### src/rtl/cr_sys_lpmd_ctrl.sv
// Low-power mode sequencer: drains the BIU, handshakes with the SoC power controller,
// sleeps until a wakeup source fires, then settles before resuming. All outputs registered.
module cr_sys_lpmd_ctrl #(
  parameter int DRAIN_TMO  = 255,
  parameter int SETTLE_CYC = 16,
  parameter int CNT_W      = 8
) (
  input  logic       forever_cpuclk,
  input  logic       cpurst,
  input  logic       cp0_sysio_lpmd_req,
  input  logic [1:0] cp0_sysio_lpmd_b,
  input  logic       cp0_sysio_int_wk_en,
  input  logic       biu_sysio_idle,
  input  logic       pad_sysio_lpmd_ack,
  input  logic       pad_cpu_ext_int_b,
  input  logic       pad_cpu_nmi,
  input  logic       pad_cpu_wakeup_event,
  input  logic       pad_sysio_dbgrq_b,
  output logic       sysio_biu_drain_req,
  output logic       sysio_pad_lpmd_req,
  output logic [1:0] sysio_pad_lpmd_b,
  output logic       sysio_iu_lpmd_busy,
  output logic       sysio_iu_wk_done,
  output logic       sysio_cp0_lpmd_abort
);

  typedef enum logic [2:0] {
    ST_RUN    = 3'd0,
    ST_DRAIN  = 3'd1,
    ST_REQ    = 3'd2,
    ST_SLEEP  = 3'd3,
    ST_EXIT   = 3'd4,
    ST_SETTLE = 3'd5
  } state_t;

  localparam logic [1:0]       MODE_RUN   = 2'b11;
  localparam logic [CNT_W-1:0] TMO_C      = CNT_W'(DRAIN_TMO);
  localparam logic [CNT_W-1:0] SET_LAST_C = CNT_W'(SETTLE_CYC - 1);
  localparam logic [CNT_W-1:0] ONE_C      = CNT_W'(1);

  state_t           state_q, state_d;
  logic [CNT_W-1:0] cnt_q, cnt_d;
  logic             wk_pend_q, wk_pend_d;
  logic [1:0]       mode_q, mode_d;
  logic             drain_req_q, lpmd_req_q, busy_q, done_q, abort_q;
  logic             done_d, abort_d;
  logic [1:0]       lpmd_b_q;
  logic             wk;

  assign wk = pad_cpu_nmi | pad_cpu_wakeup_event | ~pad_sysio_dbgrq_b |
              (cp0_sysio_int_wk_en & ~pad_cpu_ext_int_b);

  always_comb begin
    state_d   = state_q;
    cnt_d     = cnt_q;
    wk_pend_d = wk_pend_q;
    mode_d    = mode_q;
    done_d    = 1'b0;
    abort_d   = 1'b0;
    case (state_q)
      ST_RUN: begin
        if (cp0_sysio_lpmd_req && cp0_sysio_lpmd_b != MODE_RUN) begin
          mode_d  = cp0_sysio_lpmd_b;
          state_d = ST_DRAIN;
          cnt_d   = '0;
        end
      end
      ST_DRAIN: begin
        // Wakeup outranks both timeout and idle: an abort is cheaper than a wasted handshake.
        if (wk || cnt_q == TMO_C) begin
          abort_d = 1'b1;
          state_d = ST_RUN;
          cnt_d   = '0;
        end else if (biu_sysio_idle) begin
          state_d = ST_REQ;
          cnt_d   = '0;
        end else begin
          cnt_d = cnt_q + ONE_C;
        end
      end
      ST_REQ: begin
        if (wk) wk_pend_d = 1'b1;
        if (pad_sysio_lpmd_ack) begin
          state_d = (wk_pend_q || wk) ? ST_EXIT : ST_SLEEP;
          cnt_d   = '0;
        end
      end
      ST_SLEEP: begin
        if (wk) begin
          state_d = ST_EXIT;
          cnt_d   = '0;
        end
      end
      ST_EXIT: begin
        if (!pad_sysio_lpmd_ack) begin
          state_d = ST_SETTLE;
          cnt_d   = '0;
        end
      end
      ST_SETTLE: begin
        if (cnt_q == SET_LAST_C) begin
          done_d  = 1'b1;
          state_d = ST_RUN;
          cnt_d   = '0;
        end else begin
          cnt_d = cnt_q + ONE_C;
        end
      end
      default: begin
        state_d = ST_RUN;
        cnt_d   = '0;
      end
    endcase
    if (state_d == ST_RUN && state_q != ST_RUN) wk_pend_d = 1'b0;
  end

  always_ff @(posedge forever_cpuclk) begin
    if (cpurst) begin
      state_q     <= ST_RUN;
      cnt_q       <= '0;
      wk_pend_q   <= 1'b0;
      mode_q      <= MODE_RUN;
      drain_req_q <= 1'b0;
      lpmd_req_q  <= 1'b0;
      lpmd_b_q    <= MODE_RUN;
      busy_q      <= 1'b0;
      done_q      <= 1'b0;
      abort_q     <= 1'b0;
    end else begin
      state_q     <= state_d;
      cnt_q       <= cnt_d;
      wk_pend_q   <= wk_pend_d;
      mode_q      <= mode_d;
      // Outputs decode the next state so they line up with the state register.
      drain_req_q <= (state_d != ST_RUN);
      busy_q      <= (state_d != ST_RUN);
      lpmd_req_q  <= (state_d == ST_REQ) || (state_d == ST_SLEEP);
      lpmd_b_q    <= (state_d == ST_REQ || state_d == ST_SLEEP || state_d == ST_EXIT)
                     ? mode_d : MODE_RUN;
      done_q      <= done_d;
      abort_q     <= abort_d;
    end
  end

  assign sysio_biu_drain_req  = drain_req_q;
  assign sysio_pad_lpmd_req   = lpmd_req_q;
  assign sysio_pad_lpmd_b     = lpmd_b_q;
  assign sysio_iu_lpmd_busy   = busy_q;
  assign sysio_iu_wk_done     = done_q;
  assign sysio_cp0_lpmd_abort = abort_q;

endmodule
### config.mk
export PLATFORM = sky130hd
export DESIGN_NAME = cr_sys_lpmd_ctrl
export DESIGN_NICKNAME = d
export VERILOG_FILES = /design/src/rtl/cr_sys_lpmd_ctrl.sv
export SDC_FILE = /design/constraint.sdc
export NUM_CORES = 1
export LEC_CHECK = 0
export ABC_AREA = 0
export CAP_MARGIN = 20
export CORE_MARGIN = 1
export CORE_UTILIZATION = 55
export DETAILED_ROUTE_END_ITERATION = 10
export PLACE_DENSITY_LB_ADDON = 0.2
export SYNTH_ARGS = -nofsm -noshare
export SYNTH_HDL_FRONTEND = slang
export SYNTH_SLANG_ARGS = --single-unit
### constraint.sdc
create_clock -name forever_cpuclk -period 2.5 [get_ports forever_cpuclk]
set_input_delay 0.375 -clock forever_cpuclk [delete_from_list [all_inputs] [get_ports forever_cpuclk]]
set_output_delay 0.375 -clock forever_cpuclk [all_outputs]
set_load 0.05 [all_outputs]
=== Yosys cells after proc, flatten, opt, wreduce, memory -nomap -nowiden ===
Cells that the tools add are included.

* Bits in latches: 0
* RAM bits: 0
* Memories kept: 0
* Input port bits: 12
* Output and inout bits: 7
* Flip-flop bits (word level): 20
* ROM bits: 0

* Muxes and demuxes: 21
* Order comparisons: 0
* Equal/unequal tests: 15
* $mul: 0
* Add/sub/neg operators: 1
* Reductions and logical operators: 16
* Div/mod/pow operators: 0
* Bitwise logic cells: 9
* Shifts and indexed selects: 0

{| class="wikitable"
|+ Operators by type and width
! cell !! number
|-
| two-way mux 8 bit || 7
|-
| case mux 8 bit (6 select lines) || 1
|-
| two-way mux 3 bit || 8
|-
| case mux 3 bit (6 select lines) || 1
|-
| equality test 3 x 2 -> 1 bit (second input constant) || 4
|-
| != test 2 bit (second input constant) || 5
|-
| equality test 3 bit (second input constant) || 3
|-
| adder 8 x 1 -> 8 bit (second input constant) || 1
|-
| equality test 8 x 4 -> 1 bit (second input constant) || 1
|-
| equality test 8 bit (second input constant) || 1
|-
| OR reduction 2 bit || 4
|-
| zero test 3 bit || 2
|-
| nonzero test 3 bit || 2
|-
| NOT 1 bit || 5
|-
| logical OR 1 bit || 4
|-
| two-way mux 2 bit || 2
|-
| AND reduction 4 bit || 1
|-
| equality test 3 x 1 -> 1 bit (second input constant) || 1
|-
| bitwise OR 1 bit || 3
|-
| logical AND 1 bit || 2
|-
| two-way mux 1 bit || 2
|-
| AND reduction 2 bit || 1
|-
| bitwise AND 1 bit || 1
|}

=== Logic depth before layout (Yosys ltp) ===
Gate-level depths: netlist of run 1.

* Depth in word-level cells: 12
* Mapped depth: 7

=== Worst setup path after synthesis of run 1 ===
OpenSTA, ideal clock, no wires.

* Path type: flip-flop to flip-flop
* Start point: reg cnt_q[0]
* End point: reg lpmd_b_q[0] (netlist: sysio_pad_lpmd_b[0])
* Arrival: 1.476 ns
* Path buffers: 0
* Data required time: 2.375 ns
* Period minus slack after synthesis: 1.600 ns
* Setup slack: 0.900 ns
* Stages on the path, launching flop included: 7
* Cells stage by stage: dfxtp_1 -> ha_1 -> nand3_1 -> o211ai_2 -> nor2_1 -> o41ai_2 -> nand2b_1

* Longest elaborated chain between the ends: 9
* Elaborated cells between the ends (all ways): 13
* Those cells by class: eq/ne: 5; mux: 3; bitwise: 1; reduce/logical: 4

{| class="wikitable"
|+ Ends and longest elaborated chain
! what !! line !! text
|-
| start, declared || 42 || <nowiki>logic [CNT_W-1:0] cnt_q, cnt_d;</nowiki>
|-
| start signal, assigned || 131 || <nowiki>cnt_q <= cnt_d;</nowiki>
|-
| equality test 8 bit || 70 || <nowiki>if (wk || cnt_q == TMO_C) begin</nowiki>
|-
| logical OR 1 bit || 70 ||
|-
| two-way mux 3 bit || 70 ||
|-
| case mux 3 bit (6 select lines) * || 60 || <nowiki>case (state_q)</nowiki>
|-
| equality test 3 x 2 -> 1 bit || 138 || <nowiki>lpmd_b_q <= (state_d == ST_REQ || state_d == ST_SLEEP || state_d == ST_EXIT)</nowiki>
|-
| logical OR 1 bit || 138 ||
|-
| logical OR 1 bit * || 138 ||
|-
| NOT 1 bit (no line) * || n/a ||
|-
| OR reduction 2 bit (no line) * || n/a ||
|-
| end signal, assigned || 138 ||
|-
| end, declared || 47 || <nowiki>logic [1:0] lpmd_b_q;</nowiki>
|}

Every way passes the cells marked *; elsewhere a longest branch is shown, timed or not.
A chain may end at the register's enable or synchronous reset.

=== Worst setup path in the final report of run 1 ===
* Start point: reg state_q[0]
* End point: reg cnt_q[3]

* Longest elaborated chain between the ends: 3
* Elaborated cells between the ends (all ways): 12
* Those cells by class: eq/ne: 9; mux: 1; reduce/logical: 2

{| class="wikitable"
|+ Ends and longest elaborated chain
! what !! line !! text
|-
| start, declared || 41 || <nowiki>state_t state_q, state_d;</nowiki>
|-
| start signal, assigned || 130 || <nowiki>state_q <= state_d;</nowiki>
|-
| equality test 3 x 2 -> 1 bit, or another cell as far along || 60 ||
|-
| != test 2 bit (no line) || n/a ||
|-
| AND reduction 4 bit (no line) || n/a ||
|}

Several ways; a longest one is shown, not always the timed one.

==> results of run 1 <==
stage by stage:
step | util (%) | cells
2_1_floorplan | - | 130
3_3_place_gp | 70.67 | 167
3_5_place_dp | 70.67 | 167
4_1_cts | 73.61 | 171
5_1_grt | 73.61 | 171
6_report | 73.61 | 171
final cells by class:
type	count	area (um^2)	share of cell area [%]
Sequential cell	20	400.4	30.51
Clock buffer	3	22.52	1.716
Tap cell	25	31.28	2.383
Timing Repair Buffer	20	195.2	14.87
Clock inverter	1	30.03	2.288
Multi-Input combinational cell	98	615.6	46.90
Inverter	4	17.52	1.335
synthesized netlist by cell type (all sizes together) (2+ instances only):
cell	number
inv	4
dfxtp	20
nand3b	4
clkbuf	3
o31ai	2
nand2	12
o211ai	2
buf	5
nor3	4
a31oi	6
nor2	14
a211o	2
nand2b	8
nor2b	2
nand3	8
nor3b	3
o21ai	5
and3	3
a211oi	3
a21oi	7
cells in the final DEF (no fill, tap or decap), types with 2 or more instances in the layout:
cell,instances
a21oi_1,7
clkbuf_4,3
dfxtp_1,20
a211o_1,2
nand2b_1,8
o21ai_0,4
nor2_1,14
inv_1,3
nand3b_1,4
a31oi_1,6
clkdlybuf4s50_1,18
nand2_1,12
a211oi_1,3
nor2b_1,2
buf_4,2
and3_1,3
nand3_2,2
nor3b_1,2
nand3_1,6
nor3_1,4
power by group:
part	leakage (uW)	internal (uW)	switching [uW]	total [uW]
logic	0.000262	38.9	44.2	83.1
clock network	0.0000279	162	103	265
registers	0.000162	325	4.90	329
worst min-delay path by stage:
stage                endpoint  slack, ns  cells past startpoint
floorplan           mode_q[0]       0.42                      1
global placement    mode_q[1]       0.44                      1
detailed placement  mode_q[0]       0.45                      1
CTS                 mode_q[0]       0.47                      1
global route        mode_q[0]       0.50                      1
finish              mode_q[0]       0.47                      1
state kept, by name, indices dropped and copies added (netlist names):
signal / count
cnt_q: 8
state_q: 3
mode_q: 2
sysio_pad_lpmd_b: 2
sysio_cp0_lpmd_abort: 1
sysio_iu_lpmd_busy: 1
sysio_iu_wk_done: 1
sysio_pad_lpmd_req: 1
wk_pend_q: 1
cell families after synthesis:
logic type,Yosys count,synth area share (%)
mux,1,0.9238
buf+inv,12,6.235
compound gates,34,23.44
flops,20,36.95
simple gates,62,31.29
fa+ha+maj,1,1.155
critical path, cell delays in order (launching register included):
cell and delay [ns]:
dfxtp_1 0.56, inv_4 0.07, or3_4 0.43, o31ai_4 0.51, a21oi_1 0.12, a211oi_1 0.25
routing by layer:
layer / routed length (um) / vias up / track usage [%] / part of all wire [%]
met4: 21 / 0 / 6.471 / 0.91
met3: 103 / 4 / 7.843 / 4.4
met2: 1154 / 24 / 43.61 / 50
li1: - / 502 / - / -
met5: 0 / - / 0 / 0
met1: 1035 / 466 / 28.98 / 45
==> results.md, run 1 <==
* I/O Buffers at 18
* Pwr/cell area at 516.3 nW/um^2
* RSZ-0062 raised after global routing: no
* Root buffer cell: clkbuf_4
* First DRT Iteration DRCs at 21
* Worst reg2reg path startpoint: state_q[0]
* Post-route clock period utilization at roughly four fifths
* Initial antenna violation count at 0
* Area after DPL at 1260 um^2
* Area growth syn-to-layout at 21.13%
* Peak Freq at 491.8 MHz
* Die Y at about 46 um
* Hpwl dp at 1.692 mm
* Pwr Total at 677.7 uW
* Worst path required time at approximately 2.7 ns
* R2R depth at 5
* Yosys top cell area share at between 30% and 40%
* EDFF count, synth at 0
* Post-synth net total at between 100 and 150
* Nets at 160
* Worst Hold Launch: mode_q[0]
* Asr flop ratio synth at 0%
* Post_cts resized at 0
* Netlist Area Pre-Place at 1084 um^2
* Synthesis Warnings at 0
* Postcts setup bufs at 0
* Sequential cell area fraction in the yosys report at 36.95%
* Ys flop type: dfxtp_1
* Max-slew violation count at 0
* Worst Clk Skew at 0.002206 ns
* Final ANT Viol Nets at 0
* Fraction of layout cells with a size suffix above 1 at 10.27%
* Worst Max-Slew Pin Slew at between 0.5 and 0.6 ns
* Status: complete, no violations
* # diodes at 0
* Core Region at around 1800 um^2
* Starting Density at 60.77%
* Final setup violation count at 0
* Synth area leaders: dfxtp_1 (37%), nor2_1 (4.8%), nand2b_1 (4.6%)
* WL/cell at between 10 and 15 um
* Design Area, Final at between 1000 and 1500 um^2
* Post-CTS Hold Buffers at 0
* # DRC at 0
* Total routed wirelength at 2.315 mm
* Clk sink count at 20
* Vias in the first global route at 858
* Detail-routed via count per cell at between 5 and 6
* Peak supply drop at roughly 480 uV
* Final hold viol count at 0
* Reg-to-Reg End: cnt_q[3]
* Crit Path Category: register to register
* Drt first pass iters at 4
* Cell taking the most area after synthesis: dfxtp_1
* Filler instances at 131
* Avg Cell Area, Syn at roughly 8.3 um^2
* CP Max Fanout at 12
* Leak Pwr at roughly 0.00045 uW
* Largest net degree at the start of global routing at 19
* Worst EP arrival at ~2.3 ns
* CP Launch Type: register
* Cells after Synth at 130
* IO Count at 19
* CTS Buffer Depth at 2
* CTS clk-pin slew, worst paths at between 0.1 and 0.15 ns
* Pre-CTS WS at 0.2501 ns
* CTS Buf Count at 3
* Yosys cell types at 42
* Rows at 15
* Clk_lat worst skew at approximately 0.30 ns
* Gr usage total at approximately a quarter
* Setup TNS at 0 ns
* Worst relative slew slack at ~64%
* Number of max-cap violations at 0
* CP startpoint: state_q[0]
* Flop-to-flop setup slack at 0.47 ns
* Min Tclk post-route at roughly 2 ns
* Setup crit end: cnt_q[3]
* CTS tree: done
* Grt ovf at 0
* First-pass GRT wire length at 3.767 mm
* HP Class: register to register
* Via count at roughly 1000
* Setup WS post-layout at ~0.47 ns
* Die area at roughly 2200 um^2
* RD Place Congestion at approximately 0.85
* Setup crit end kind: register
* Die width at 46.39 um
* Register bit count reported by yosys at 20
* Hold Slack at 0.4695 ns
* H-tree depth at 1
(Power assumes the default switching activity.)
==> inputs of run 2 (changes only) <==
--- a/config.mk
+++ b/config.mk
@@ -8,7 +8,7 @@
 export ABC_AREA = 0
 export CAP_MARGIN = 20
 export CORE_MARGIN = 1
-export CORE_UTILIZATION = 55
+export CORE_UTILIZATION = 46
 export DETAILED_ROUTE_END_ITERATION = 10
 export PLACE_DENSITY_LB_ADDON = 0.2
 export SYNTH_ARGS = -nofsm -noshare
==> constraint.sdc (replaced) <==
create_clock -name forever_cpuclk -period 1.7 [get_ports forever_cpuclk]
set_input_delay 0.255 -clock forever_cpuclk [delete_from_list [all_inputs] [get_ports forever_cpuclk]]
set_output_delay 0.255 -clock forever_cpuclk [all_outputs]
set_load 0.05 [all_outputs]
==> run 2 against run 1 <==
Net effect: die area is 19% higher; clock power is 2% higher; core utilization is 5.5 points lower; critical path depth is 4 lower.
==> results.md, run 2 (synthesis gave the netlist of run 1 again) <==
* # diodes at 0 (unchanged)
* Max reg flops at 8 (unchanged)
* Die Y at 50.54 um (was 46.39 um)
* Largest net degree at the start of global routing at 17 (was 19)
* Design Area, Final at 1506 um^2 (was 1313 um^2)
* Crit Path Category: register to primary output (was register to register)
* CP Max Fanout at 1 (was 12)
* Final ANT Viol Nets at 0 (unchanged)
* Area growth syn-to-layout at 39.03% (was 21.13%)
* Detail-routed via count per cell at 5.464 (was 5.825)
* Biggest regs: cnt_q x8, state_q x3 (unchanged)
* Crit-path leading delay family: buffers and inverters (was compound AO/OA/AOI/OAI gates)
* Post-route clock period utilization at 97.49%
* Flop-to-flop setup slack at 0.11 ns (was 0.47 ns)
* HP Class: register to register (unchanged)
* Leak Pwr at 0.0005662 uW (was 0.0004523 uW)
* Hpwl dp at 1.831 mm (was 1.692 mm)
* Most frequent cells in the layout: buf_4 (26), dfxtp_1 (15), nor2_1 (14), clkdlybuf4s50_1 (14), nand2_1 (12) (was dfxtp_1 (20), clkdlybuf4s50_1 (18), nor2_1 (14))
* Hold path endpoint: mode_q[0] (unchanged)
* Initial antenna violation count at 0 (unchanged)
* Most flops, register: cnt_q (unchanged)
* Worst path required time at 1.44 ns (was 2.73 ns)
* Starting Density at 48.98% (was 60.77%)
* Worst path depth at 1 (was 5)
* Worst Max-Slew Pin Slew at 0.4975 ns (was 0.5345 ns)
* Area after DPL at 1406 um^2 (was 1260 um^2)
* Commonest non-fill, non-tap cell in the layout: buf_4 (was dfxtp_1)
* First-pass GRT wire length at 4.236 mm (was 3.767 mm)
* Rows at 17 (was 15)
* IO Count at 19 (unchanged)
* Via count at 1071 (was 996)
* Min Tclk post-route at around 1.7 ns
* CP max stage cell: clkdlybuf4s50_1 (was dfxtp_1)
* WL/cell at 12.49 um (was 13.54 um)
* Reg-to-Reg End: wk_pend_q (was cnt_q[3])
* Clk sink count at 20 (unchanged)
* Final hold viol count at 0 (unchanged)
* Max incr delay on CP at 0.79 ns (was 0.56 ns)
* R2R depth at 5 (unchanged)
* Cell count of the worst hold path at 1 (unchanged)
* Worst Hold Launch: mode_q[0] (unchanged)
* Fraction of layout cells with a size suffix above 1 at 29.17% (was 10.27%)
* RD Place Congestion at 0.8395 (was 0.8481)
* Filler instances at 183 (was 131)
* Pwr Total at 893.7 uW (was 677.7 uW)
* Die width at 50.54 um (was 46.39 um)
* Max-slew violation count at 0 (unchanged)
* First DRT Iteration DRCs at 31 (was 21)
* CTS clk-pin slew, worst paths at 0.11 ns (about the same)
* Core Region at 2212 um^2 (was 1783 um^2)
* # DRC at 0 (unchanged)
* Status: complete, no violations (unchanged)
* I/O Buffers at 18 (unchanged)
* Nets at 182 (was 160)
* Worst Clk Skew at 0.001128 ns (was 0.002206 ns)
* Final setup violation count at 0 (unchanged)
* Drt first pass iters at 5 (was 4)
* Pwr/cell area at 593.3 nW/um^2 (was 516.3 nW/um^2)
* CP cell instances: clkdlybuf4s50_1 (was inv_4 > or3_4 > o31ai_4 > a21oi_1 > a211oi_1)
* Worst EP arrival at 1.40 ns (was 2.26 ns)
* Number of max-cap violations at 0 (unchanged)
* CTS Buf Count at 3 (unchanged)
* Worst reg2reg path startpoint: state_q[1] (was state_q[0])
* Clk_lat worst skew at 0.29 ns (was 0.30 ns)
* Vias in the first global route at 1006 (was 858)
* CTS Buffer Depth at 2 (unchanged)
* Total routed wirelength at 2.449 mm (was 2.315 mm)
* CP bufs+invs at 1 (unchanged)
* Peak Freq at 603.4 MHz
* CTS tree: done (unchanged)
* Final core utilization at 68.10% (was 73.61%)
* H-tree depth at 1 (unchanged)
* Worst relative slew slack at 66.78% (was 64.37%)
* Root buffer cell: clkbuf_4 (unchanged)
* Gr usage total at 21.35% (was 24.98%)
* Grt ovf at 0 (unchanged)
* Die area at 2554 um^2 (was 2152 um^2)
* Peak supply drop at 470.6 uV (was 476.7 uV)
* Setup crit end kind: primary output (was register)
* CP Launch Type: register (unchanged)
## run 2: changes by cell type in the layout (fill, tap and decap cells not counted), moves of 4 or more
cell             change
clkdlybuf4s50_1      -4
dfxtp_2              +5
dfxtp_1              -5
buf_4               +24
## run 2: worst max path at each step
stage                         start              endpoint  slack, ns
2_1_floorplan              cnt_q[0]   sysio_pad_lpmd_b[0]        0.1
5_1_grt                 pad_cpu_nmi              cnt_q[4]     -0.007
3_3_place_gp      pad_sysio_dbgrq_b              cnt_q[4]      -0.18
3_5_place_dp   pad_cpu_wakeup_event             wk_pend_q      -0.21
6_report       sysio_cp0_lpmd_abort  sysio_cp0_lpmd_abort       0.04
4_1_cts                    cnt_q[0]              cnt_q[4]      0.004
## run 2: stage by stage
| step | setup WS [ns] | instances | hold slack (ns) | setup TNS [ns] |
|---|---|---|---|---|
| 2_1_floorplan | 0.09960 | 130 | 0.4247 | 0 |
| 3_3_place_gp | -0.1842 | 190 | 0.4450 | -1.613 |
| 3_5_place_dp | -0.2092 | 190 | 0.4440 | -2.071 |
| 4_1_cts | 0.003639 | 194 | 0.4736 | 0 |
| 5_1_grt | -0.006537 | 196 | 0.5074 | -0.01118 |
| 6_report | 0.04271 | 196 | 0.4683 | 0 |
## run 2: what timing repair did
item | CTS | global route
buffers inserted | 0 | 2
hold buffers | 0 | 0
setup endpoints to repair | 0 | 14
endpoints found under the hold margin | 0 | 0
resized for setup | 0 | 13
## run 2: cell type report
| cell class | count | area, um^2 | share of cell area, % |
|---|---|---|---|
| clock buffers | 4 | 36.28 | 2.409 |
| repair buffers | 42 | 359.1 | 23.84 |
| flip-flops and latches | 20 | 406.6 | 26.99 |
| well taps | 28 | 35.03 | 2.326 |
| multi-input cells | 98 | 651.9 | 43.27 |
| inverters | 4 | 17.52 | 1.163 |
## run 2: power by group
group / switching [uW] / internal, uW
Clock: 141 / 130
Sequential: 4.23 / 478
Combinational: 71.8 / 69.1
## run 2: metal layers
layer  track usage, %  wire length (um)  up-vias  share of wire (%)
met4            5.093                 6        0               0.24
met2            34.67              1124       24                 46
li1                 -                 -      547                  -
met1            29.29              1224      498                 50
met5                0                 0        -                  0
met3            3.636                94        2                3.8
